### src/rtl/pll_refclk_sequencer.sv
// rtl/pll_refclk_sequencer.sv - ordered refclk switchover, reset and lock sequencer for the 2x pixel PLL
module pll_refclk_sequencer #(
    parameter int SWITCH_PULSE_CYC = 4,
    parameter int SWITCH_TIMEOUT   = 2700,
    parameter int ARESET_CYC       = 27,
    parameter int LOCK_STABLE_CYC  = 270,
    parameter int LOCK_TIMEOUT     = 270000,
    parameter int MAX_RETRY        = 3,
    parameter int WARN_CYC         = 16777215
) (
    input  logic       clk27,
    input  logic       clk_reset_n,
    input  logic       sel_i,
    input  logic       reconfig_busy_i,
    input  logic       activeclock_i,
    input  logic       locked_i,
    output logic       pll_clkswitch_o,
    output logic       pll_areset_o,
    output logic       busy_o,
    output logic       done_o,
    output logic       fail_o,
    output logic       lock_lost_o,
    output logic [2:0] state_o,
    output logic [2:0] retry_o
);
    localparam int TW = $clog2(LOCK_TIMEOUT + 1);
    localparam int SW = $clog2(LOCK_STABLE_CYC + 1);
    localparam int WW = $clog2(WARN_CYC + 1);

    typedef enum logic [2:0] {
        ST_ARST      = 3'd0,
        ST_WAIT_LOCK = 3'd1,
        ST_LOCKED    = 3'd2,
        ST_SWITCH    = 3'd3,
        ST_WAIT_ACT  = 3'd4,
        ST_FAIL      = 3'd5
    } state_t;

    state_t          state_q, state_d;
    logic [1:0]      sel_sync_q, sel_sync_d;
    logic [1:0]      act_sync_q, act_sync_d;
    logic [1:0]      lck_sync_q, lck_sync_d;
    logic [TW-1:0]   timer_q, timer_d;
    logic [SW-1:0]   stab_q, stab_d;
    logic [WW-1:0]   warn_q, warn_d;
    logic [2:0]      retry_q, retry_d;
    logic            sel_prev_q, sel_prev_d;
    logic            clkswitch_q, clkswitch_d;
    logic            areset_q, areset_d;
    logic            busy_q, busy_d;
    logic            done_q, done_d;
    logic            fail_q, fail_d;
    logic            sel_s, act_s, lck_s;
    logic            timer_run;
    logic            warn_load;
    logic [2:0]      retry_inc;
    logic            retry_last;

    assign sel_s = sel_sync_q[1];
    assign act_s = act_sync_q[1];
    assign lck_s = lck_sync_q[1];

    assign retry_inc  = (retry_q == 3'(MAX_RETRY)) ? retry_q : retry_q + 3'd1;
    assign retry_last = (retry_q >= 3'(MAX_RETRY - 1));

    // state register; reset parks the PLL in areset immediately
    always_ff @(posedge clk27 or negedge clk_reset_n) begin
        if (!clk_reset_n) begin
            state_q <= ST_ARST;
        end else begin
            state_q <= state_d;
        end
    end

    // next-state decisions, retry accounting and warn reload requests
    always_comb begin
        state_d   = state_q;
        retry_d   = retry_q;
        timer_run = 1'b1;
        warn_load = 1'b0;
        case (state_q)
            ST_ARST: begin
                if (timer_q == TW'(ARESET_CYC - 1)) state_d = ST_WAIT_LOCK;
            end
            ST_WAIT_LOCK: begin
                if (lck_s && (stab_q == SW'(LOCK_STABLE_CYC - 1))) begin
                    state_d = ST_LOCKED;
                    retry_d = 3'd0;
                end else if (sel_s != act_s) begin
                    state_d = ST_SWITCH;
                end else if (reconfig_busy_i) begin
                    timer_run = 1'b0;
                end else if (timer_q == TW'(LOCK_TIMEOUT - 1)) begin
                    retry_d = retry_inc;
                    state_d = retry_last ? ST_FAIL : ST_ARST;
                end
            end
            ST_LOCKED: begin
                // a scan in progress makes activeclock/locked meaningless
                if (!reconfig_busy_i) begin
                    if (sel_s != act_s) begin
                        state_d = ST_SWITCH;
                    end else if (!lck_s) begin
                        state_d   = ST_WAIT_LOCK;
                        warn_load = 1'b1;
                    end
                end
            end
            ST_SWITCH: begin
                if (timer_q == TW'(SWITCH_PULSE_CYC - 1)) state_d = ST_WAIT_ACT;
            end
            ST_WAIT_ACT: begin
                if (act_s == sel_s) begin
                    state_d = ST_ARST;
                end else if (timer_q == TW'(SWITCH_TIMEOUT - 1)) begin
                    retry_d = retry_inc;
                    state_d = retry_last ? ST_FAIL : ST_SWITCH;
                end
            end
            ST_FAIL: begin
                if (sel_s != sel_prev_q) begin
                    retry_d = 3'd0;
                    state_d = (sel_s != act_s) ? ST_SWITCH : ST_ARST;
                end
            end
            default: state_d = ST_ARST;
        endcase
        if ((state_d == ST_FAIL) && (state_q != ST_FAIL)) warn_load = 1'b1;
    end

    // registered outputs decoded from the upcoming state so they move with it
    always_comb begin
        clkswitch_d = (state_d == ST_SWITCH);
        areset_d    = (state_d == ST_ARST);
        busy_d      = !((state_d == ST_LOCKED) || (state_d == ST_FAIL));
        done_d      = (state_d == ST_LOCKED) && (state_q != ST_LOCKED);
        fail_d      = (state_d == ST_FAIL);
    end

    // synchronizers, shared timer, lock stability and warn counters
    always_comb begin
        sel_sync_d = {sel_sync_q[0], sel_i};
        act_sync_d = {act_sync_q[0], activeclock_i};
        lck_sync_d = {lck_sync_q[0], locked_i};
        sel_prev_d = sel_s;
        if (state_d != state_q) begin
            timer_d = '0;
        end else if (timer_run && (timer_q != {TW{1'b1}})) begin
            timer_d = timer_q + 1'b1;
        end else begin
            timer_d = timer_q;
        end
        if ((state_q == ST_WAIT_LOCK) && lck_s) begin
            stab_d = (stab_q == {SW{1'b1}}) ? stab_q : stab_q + 1'b1;
        end else begin
            stab_d = '0;
        end
        if (warn_load) begin
            warn_d = WW'(WARN_CYC);
        end else if (warn_q != '0) begin
            warn_d = warn_q - 1'b1;
        end else begin
            warn_d = warn_q;
        end
    end

    // datapath and output registers
    always_ff @(posedge clk27 or negedge clk_reset_n) begin
        if (!clk_reset_n) begin
            sel_sync_q  <= 2'b00;
            act_sync_q  <= 2'b00;
            lck_sync_q  <= 2'b00;
            sel_prev_q  <= 1'b0;
            timer_q     <= '0;
            stab_q      <= '0;
            warn_q      <= '0;
            retry_q     <= 3'd0;
            clkswitch_q <= 1'b0;
            areset_q    <= 1'b1;
            busy_q      <= 1'b0;
            done_q      <= 1'b0;
            fail_q      <= 1'b0;
        end else begin
            sel_sync_q  <= sel_sync_d;
            act_sync_q  <= act_sync_d;
            lck_sync_q  <= lck_sync_d;
            sel_prev_q  <= sel_prev_d;
            timer_q     <= timer_d;
            stab_q      <= stab_d;
            warn_q      <= warn_d;
            retry_q     <= retry_d;
            clkswitch_q <= clkswitch_d;
            areset_q    <= areset_d;
            busy_q      <= busy_d;
            done_q      <= done_d;
            fail_q      <= fail_d;
        end
    end

    assign pll_clkswitch_o = clkswitch_q;
    assign pll_areset_o    = areset_q;
    assign busy_o          = busy_q;
    assign done_o          = done_q;
    assign fail_o          = fail_q;
    assign lock_lost_o     = (warn_q != '0);
    assign state_o         = state_q;
    assign retry_o         = retry_q;
endmodule
### config.mk
export PLATFORM = sky130hd
export DESIGN_NAME = pll_refclk_sequencer
export DESIGN_NICKNAME = d
export VERILOG_FILES = /design/src/rtl/pll_refclk_sequencer.sv
export SDC_FILE = /design/constraint.sdc
export NUM_CORES = 1
export LEC_CHECK = 0
export ABC_AREA = 1
export CAP_MARGIN = 0
export CORE_AREA = 2 2 114 116
export CTS_BUF_LIST = sky130_fd_sc_hd__clkbuf_16
export CTS_CLUSTER_DIAMETER = 50
export DETAILED_ROUTE_END_ITERATION = 16
export DIE_AREA = 0 0 116 118
export GPL_ROUTABILITY_DRIVEN = 0
export PLACE_DENSITY = 0.49
export SLEW_MARGIN = 0
export SYNTH_ARGS = -nofsm -noshare
export SYNTH_HDL_FRONTEND = slang
export SYNTH_SLANG_ARGS = --single-unit
### constraint.sdc
create_clock -name clk27 -period 4.1 [get_ports clk27]
set_input_delay 1.025 -clock clk27 [delete_from_list [all_inputs] [get_ports clk27]]
set_output_delay 1.025 -clock clk27 [all_outputs]
set_load 0.1 [all_outputs]
## Word-level counts from Yosys, hierarchy flattened

Cells that the tools add are included.

- Add/subtract/negate cells: 4
- Order comparisons: 1
- Eq/ne operators: 29
- Mux-type cells: 40
- Reduce and logical (&&, ||, !) cells: 14

Operators by type and width:

| operator | number |
|---|---|
| 2-to-1 mux 3 bit | 22 |
| 2-to-1 mux 24 bit | 2 |
| 2-to-1 mux 19 bit | 2 |
| nonzero test 24 bit | 1 |
| subtractor 24 x 1 -> 24 bit (second input constant) | 1 |
| adder 19 x 1 -> 19 bit (second input constant) | 1 |
| equality test 19 x 12 -> 1 bit (second input constant) | 1 |
| equality test 19 bit (second input constant) | 1 |
| equality test 19 x 2 -> 1 bit (second input constant) | 1 |
| equality test 19 x 5 -> 1 bit (second input constant) | 1 |
| != test 19 bit (second input constant) | 1 |
| equality test 9 bit (second input constant) | 2 |
| 2-to-1 mux 9 bit | 2 |
| one-hot mux 3 bit (6 select lines) | 1 |
| equality test 3 x 2 -> 1 bit (second input constant) | 5 |
| != test 3 bit (second input constant) | 4 |
| adder 9 x 1 -> 9 bit (second input constant) | 1 |
| equality test 3 bit (second input constant) | 3 |
| 2-to-1 mux 1 bit | 9 |
| one-hot mux 3 bit (3 select lines) | 1 |
| != test 2 bit (second input constant) | 4 |
| AND reduction 7 bit | 1 |
| logical NOT 3 bit | 2 |
| logical AND 1 bit | 5 |
| other kinds (12) | 14 |

- Register bits: 70
- Bits of input ports: 6
- Output and inout bits: 12
- Word-level logic and storage cells: 102

## Longest topological paths before layout

Gate-level depths: netlist of run 1.

- Word-level depth: 11
- Mapped depth: 17
- Depth with buffers taken out: 15

## Worst setup path before layout of run 1

OpenSTA, ideal clock, no wires.

- Path kind: flip-flop to output port
- Start point: register warn_q[8]
- End point: output lock_lost_o
- Arrival time: 1.481 ns
- Required time: 3.075 ns
- Setup slack: 1.594 ns
- Stages on the path, launching flop included: 6
- Buffers on the path: 0
- Cells stage by stage: dfrtp_1 or2_1 nor2_1 nand2_1 nor2_1 nand3_2

- Cells in the longest elaborated chain, start to end: 1

Ends and longest elaborated chain:

| item | line | text |
|---|---|---|
| from (decl) | 45 | `logic [WW-1:0] warn_q, warn_d;` |
| from (signal assigned) | 190 | `warn_q <= warn_d;` |
| nonzero test 24 bit | 205 | `assign lock_lost_o = (warn_q != '0);` |
| to (decl) | 22 | `output logic lock_lost_o,` |

Every way passes these cells.

## Worst setup path in the final report of run 1

- Start point: register state_q[1] (netlist: state_o[1])
- End point: output state_o[1]

RTL lines:

| item | line | text |
|---|---|---|
| from (decl) | 39 | `state_t state_q, state_d;` |
| from (signal assigned) | 71 | `state_q <= state_d;` |
| to (decl) | 23 | `output logic [2:0] state_o,` |

No word-level cell between the ends.

==> results of run 1 <==
final cells by class:
type	instances	area (um2)	area share
multi-input combinational	417	2120	0.434
tap	172	215	0.0442
sequential	70	1750	0.360
inverter	87	327	0.0670
timing repair buffer	18	173	0.0354
clock inverter	6	62.6	0.0128
clock buffer	9	225	0.0462
layer usage:
metal,up-vias,global-route usage
met5,-,0
met4,0,0.0826
met3,16,0.0345
met2,60,0.230
met1,1728,0.224
li1,1877,-
where the power goes:
part	internal, uW	switching [uW]	total, uW
logic	268	765	1030
registers	786	78.2	864
clock network	466	308	775
flip-flops by register name, indices dropped and copies added (netlist names), 2 cells and up:
name	count
warn_q	24
timer_q	19
stab_q	9
retry_o	3
state_o	3
act_sync_q	2
lck_sync_q	2
sel_sync_q	2
kinds of logic after synthesis:
logic type,share of synthesized area
AND/OR/NAND/NOR,0.378
buffers and inverters,0.0948
flip-flops,0.410
AO/OA/AOI/OAI,0.0384
XOR/XNOR,0.0553
adder cells (fa/ha/maj),0.0234
worst paths after layout:
path,slack (ns),end,depth (start not counted),from
min in group asynchronous,0.82,timer_q[17],1,clk_reset_n
min reg2reg,0.35,lck_sync_q[1],0,lck_sync_q[0]
min,0.35,lck_sync_q[1],0,lck_sync_q[0]
max,1.08,state_o[1],1,state_o[1]
max reg2reg,1.74,warn_q[5],14,timer_q[0]
max in group asynchronous,2.70,stab_q[6],1,clk_reset_n
per-stage QoR:
stage,area [um2],worst slack (ns),utilization,instances,hold WS (ns)
after floorplan,4270,1.59,-,583,0.331
after global placement,4580,1.13,0.369,764,0.335
after detailed placement,4580,1.07,0.369,764,0.340
after CTS,4870,1.05,0.392,779,0.353
after global routing,4870,0.941,0.392,779,0.365
final,4870,1.08,0.392,779,0.348
layout by cell type (no fill, tap or decap), types with 2 or more instances in the layout:
| cell | n |
|---|---|
| a21oi_1 | 10 |
| nor3_1 | 13 |
| inv_2 | 8 |
| or2_1 | 2 |
| ha_1 | 8 |
| inv_1 | 79 |
| clkinvlp_4 | 2 |
| xor2_1 | 22 |
| nor2_1 | 94 |
| nand2_1 | 125 |
| o21ai_0 | 13 |
| nand2_2 | 6 |
| nand3b_1 | 2 |
| o21ai_2 | 2 |
| nand2_4 | 2 |
| nor2_2 | 20 |
| buf_4 | 3 |
| clkbuf_16 | 9 |
| dfrtp_1 | 69 |
| nand4_1 | 19 |
| nor4_1 | 3 |
| nand3_1 | 57 |
| nand3_2 | 4 |
| clkdlybuf4s50_1 | 15 |
| xnor2_1 | 5 |
==> results.sh, run 1 <==
export IMPL_synth_seq_cells=70
export IMPL_grt_pass1_wl_um=17300
export IMPL_n_antenna_cell=0
export IMPL_nets=617
export IMPL_fp_row_count=41
export IMPL_cp_max_fo=7
export IMPL_required_ns=3.07
export IMPL_start_util=0.344
export IMPL_fp_dieArea_um2=13700
export IMPL_max_stage_delay_ns=1.20
export IMPL_path_clk_slew_ns=0.05
export IMPL_track_usage=0.160
export IMPL_coreArea_um2=12400
export IMPL_routed_wl_um=9720
export IMPL_wl_met2_um=4250
export IMPL_cts_sinks=70
export IMPL_max_vdd_ir_drop_mv=0.513
export IMPL_cts_repair_timing_setup_buffer_count=0
export IMPL_numPortBuffers=17
export IMPL_finalCritPeriodShare=0.737
export IMPL_post_synth_top_count_cell="nand2_1"
export IMPL_synth_flop_cell="dfrtp_1"
export IMPL_clk_latency_ns=0.34
export IMPL_wl_met3_um=355
export IMPL_crit_arrival_ns=2.00
export IMPL_postRouteAntennaNets=0
export IMPL_highest_layer="met4"
export IMPL_htree_levels=3
export IMPL_first_iter_violations=193
export IMPL_synth_commonest_cells="nand2_1, nor2_1, inv_1"
export IMPL_crit_family="buffers and inverters"
export IMPL_critPathSlowestCell="clkdlybuf4s50_1"
export IMPL_relSlewSlack=0.340
export IMPL_grt_pass1_vias=3686
export IMPL_p_leak_uw=0.00212
export IMPL_cp_num_buf_inv=1
export IMPL_layout_drive_gt1_share=0.105
export IMPL_startpoint_type="register"
export IMPL_maxCapViolations=0
export IMPL_via_per_inst=4.73
export IMPL_grt_start_max_net_pins=71
export IMPL_finalPower_uw=2670
export IMPL_cts_buffer_depth=2
export IMPL_skew_ns=0.00985
export IMPL_final_hold_violation_count=0
export IMPL_yosys_top_cells_area="dfrtp_1, nand2_1, nor2_1, inv_1, nand3_1"
export IMPL_crit_path_end_kind="output pin"
export IMPL_hp_class="reg2reg"
export IMPL_met1_length_um=4870
export IMPL_cts_tree="done"
export IMPL_areaGrowthSynthToFinish_pct=14.0
export IMPL_clock_root_buffer="clkbuf_16"
export IMPL_powerDensity_nw_per_um2=549
export IMPL_io_pins=18
export IMPL_path_cells="clkdlybuf4s50_1"
export IMPL_cts_buffers=9
export IMPL_tightest_slew_ns=0.986
export IMPL_status="finished clean"
export IMPL_yosys_warnings=0
export IMPL_finalSetupViolCount=0
export IMPL_grt_overflow=0
export IMPL_yosysSeqAreaShare=0.410
export IMPL_dp_hpwl_um=7020
export IMPL_synth_area_leader_cell="dfrtp_1"
export IMPL_vias=3681
export IMPL_synth_async_reset_ratio=1.00
export IMPL_syn_area_per_cell_um2=7.33
export IMPL_fillerInstances=1318
export IMPL_synth_edf_count=0
export IMPL_ctsHoldBuffers=0
export IMPL_antenna_found_initial=0
export IMPL_syn_area_um2=4270
export IMPL_yosys_area_top_type_share=0.404
export IMPL_die_width_um=116
export IMPL_rsz0062_at_grt="false"
export IMPL_routedWlPerCell_um=12.5
export IMPL_path_class="reg2out"
export IMPL_setup_tns_ns=0
export IMPL_drc_errors=0
export IMPL_min_period_ns=3.02
export IMPL_synthesis_nets=597
export IMPL_final_max_slew_viol_count=0
export IMPL_synthCells=583
export IMPL_dr_pass1_iters=4
export IMPL_die_h_um=118
export IMPL_cts_resized=0
export IMPL_synth_cell_type_count=36
export IMPL_max_freq_ghz=0.331
Note: power is estimated with default switching activity, not from simulation.
==> inputs of run 2 (changes only) <==
Settings changed: PLACE_DENSITY 0.49 to 0.51.
Clock period 4.1 ns to 2.55 ns, I/O delays scaled along.
==> run 2 against run 1 <==
Compared with the run above: register-to-register slack got worse by 1.5 ns; count of clock-buffer cells in the layout did not move; worst setup slack got worse by 0.97 ns; critical path depth rose by 5; highest routed layer unchanged; largest cell class unchanged; die area did not move; non-clock buffer count rose by 5; global-route usage fell by 0.39 points; first-iteration DRC count rose by 33%; clock skew fell by 0.0028 ns; sequential power rose by 63%; power rose by 62%; cell count rose by 0.77%.
==> results.sh, run 2 (same netlist as run 1, synthesis figures left out) <==
export IMPL_min_period_ns=2.44
export IMPL_status="finished clean"
export IMPL_top_register="warn_q"
export IMPL_clk_latency_ns=0.35
export IMPL_tightest_slew_ns=0.531
export IMPL_nets=622
export IMPL_required_ns=1.91
export IMPL_layout_drive_gt1_share=0.135
export IMPL_relSlewSlack=0.643
export IMPL_largest_reg_flops=24
export IMPL_grt_overflow=0
export IMPL_max_freq_ghz=0.409
export IMPL_grt_start_max_net_pins=40
export IMPL_first_iter_violations=257
export IMPL_p_clk_frac=0.292
export IMPL_startpoint_type="register"
export IMPL_powerDensity_nw_per_um2=876
export IMPL_cts_buffer_depth=2
export IMPL_hp_class="in2async"
export IMPL_swShare=0.435
export IMPL_skew_ns=0.00701
export IMPL_r2r_start="timer_q[0]"
export IMPL_p_leak_uw=0.00218
export IMPL_io_pins=18
export IMPL_reg2reg_slack_ns=0.27
export IMPL_reg_top3="warn_q (24), timer_q (19), stab_q (9)"
export IMPL_crit_arrival_ns=1.81
export IMPL_cts_sinks=70
export IMPL_r2r_cells=15
export IMPL_vias=3710
export IMPL_coreArea_um2=12400
export IMPL_dr_pass1_iters=4
export IMPL_design_area_um2=4930
export IMPL_p_sw_uw=1880
export IMPL_start_util=0.344
export IMPL_grt_busiest_layer="met1"
export IMPL_die_h_um=118
export IMPL_numPortBuffers=17
export IMPL_path_clk_slew_ns=0.06
export IMPL_final_max_slew_viol_count=0
export IMPL_met1_usage=0.227
export IMPL_path_class="reg2out"
export IMPL_final_cell_mix="nand2_1, nor2_1, inv_1"
export IMPL_clock_root_buffer="clkbuf_16"
export IMPL_track_usage=0.156
export IMPL_final_util=0.397
export IMPL_power_frac_seq=0.326
export IMPL_via_per_inst=4.73
export IMPL_cts_buffers=9
export IMPL_crit_path_end_kind="output pin"
export IMPL_p_comb_frac=0.382
export IMPL_internal_power_uw=2440
export IMPL_r2r_end="timer_q[2]"
export IMPL_final_common_cell="nand2_1"
export IMPL_cp_max_fo=7
export IMPL_n_antenna_cell=0
export IMPL_max_vdd_ir_drop_mv=0.543
export IMPL_finalSetupViolCount=0
export IMPL_dpl_cell_area_um2=4610
export IMPL_final_hold_violation_count=0
export IMPL_hold_slack_ns=0.273
export IMPL_grt_pass1_wl_um=16800
export IMPL_antenna_found_initial=0
export IMPL_maxCapViolations=0
export IMPL_finalCritPeriodShare=0.958
export IMPL_routedWlPerCell_um=12.5
export IMPL_routed_wl_um=9800
export IMPL_postRouteAntennaNets=0
export IMPL_grtUsageMet3=0.0355
export IMPL_fillerInstances=1337
export IMPL_fp_row_count=41
export IMPL_areaGrowthSynthToFinish_pct=15.4
export IMPL_drc_errors=0
export IMPL_dp_hpwl_um=7240
export IMPL_grt_pass1_vias=3532
export IMPL_die_width_um=116
export IMPL_cts_tree="done"
export IMPL_htree_levels=3
export IMPL_use_met2=0.219
export IMPL_fp_dieArea_um2=13700
==> run 2: cell types whose count changed in the layout (fill, tap and decap cells not counted), sizes merged <==
cell,previous run,this run
buf,3,19
clkdlybuf4s50,15,4
clkinv,2,4
clkinvlp,2,1
==> run 2: per-layer routing <==
layer	routed length, um	share of wire
met1	4950	0.50
met2	4200	0.43
met3	427	0.044
met4	225	0.023
met5	0	0
==> run 2: how the worst max path moves through the flow <==
stage	from	endpoint	slack (ns)	cells past startpoint
finish	warn_q[0]	lock_lost_o	0.11	6
global route	warn_q[0]	lock_lost_o	-0.01	6
CTS	warn_q[0]	lock_lost_o	0.04	6
global placement	reconfig_busy_i	warn_q[3]	0.1	12
floorplan	retry_o[0]	warn_q[11]	0.08	13
detailed placement	reconfig_busy_i	timer_q[3]	0.04	12
==> run 2: critical path, cell delays in order, from the launching register on <==
cell,delay [ns]
dfrtp_1,0.39
inv_1,0.10
ha_1,0.21
nand4_1,0.19
nor2_4,0.19
nand3_4,0.16
buf_12,0.22
==> run 2: what timing repair did <==
action                                  4_1_cts  5_1_grt
buffers inserted                              0        1
resized for setup                             2        1
endpoints found under the setup margin        1        1
cloned                                        0        0
pin swaps                                     1        2
hold buffers                                  0        0
==> run 2: through the flow <==
step                instances  power, uW  setup TNS (ns)  worst slack, ns
floorplan                 583       2720               0           0.0828
global placement          768       3060               0           0.0997
detailed placement        768       3090               0           0.0432
CTS                       784       4380               0           0.0359
global route              785       4600         -0.0110          -0.0110
finish                    785       4320               0            0.107
==> run 2: cell type report <==
| cell class | instances | area, um2 | share of cell area |
|---|---|---|---|
| inverter | 87 | 327 | 0.0662 |
| clock buffer | 9 | 225 | 0.0457 |
| multi-input combinational | 417 | 2130 | 0.432 |
| sequential | 70 | 1750 | 0.355 |
| clock inverter | 7 | 73.8 | 0.0150 |
| timing repair buffer | 23 | 208 | 0.0421 |
| tap | 172 | 215 | 0.0436 |
==> run 2: power groups by stage <==
stage,sequential [uW],clock (uW),combinational [uW]
finish,1410,1260,1650
CTS,1410,1300,1670
global placement,1420,0,1640
global route,1420,1350,1830
floorplan,1850,0,870
detailed placement,1420,0,1670
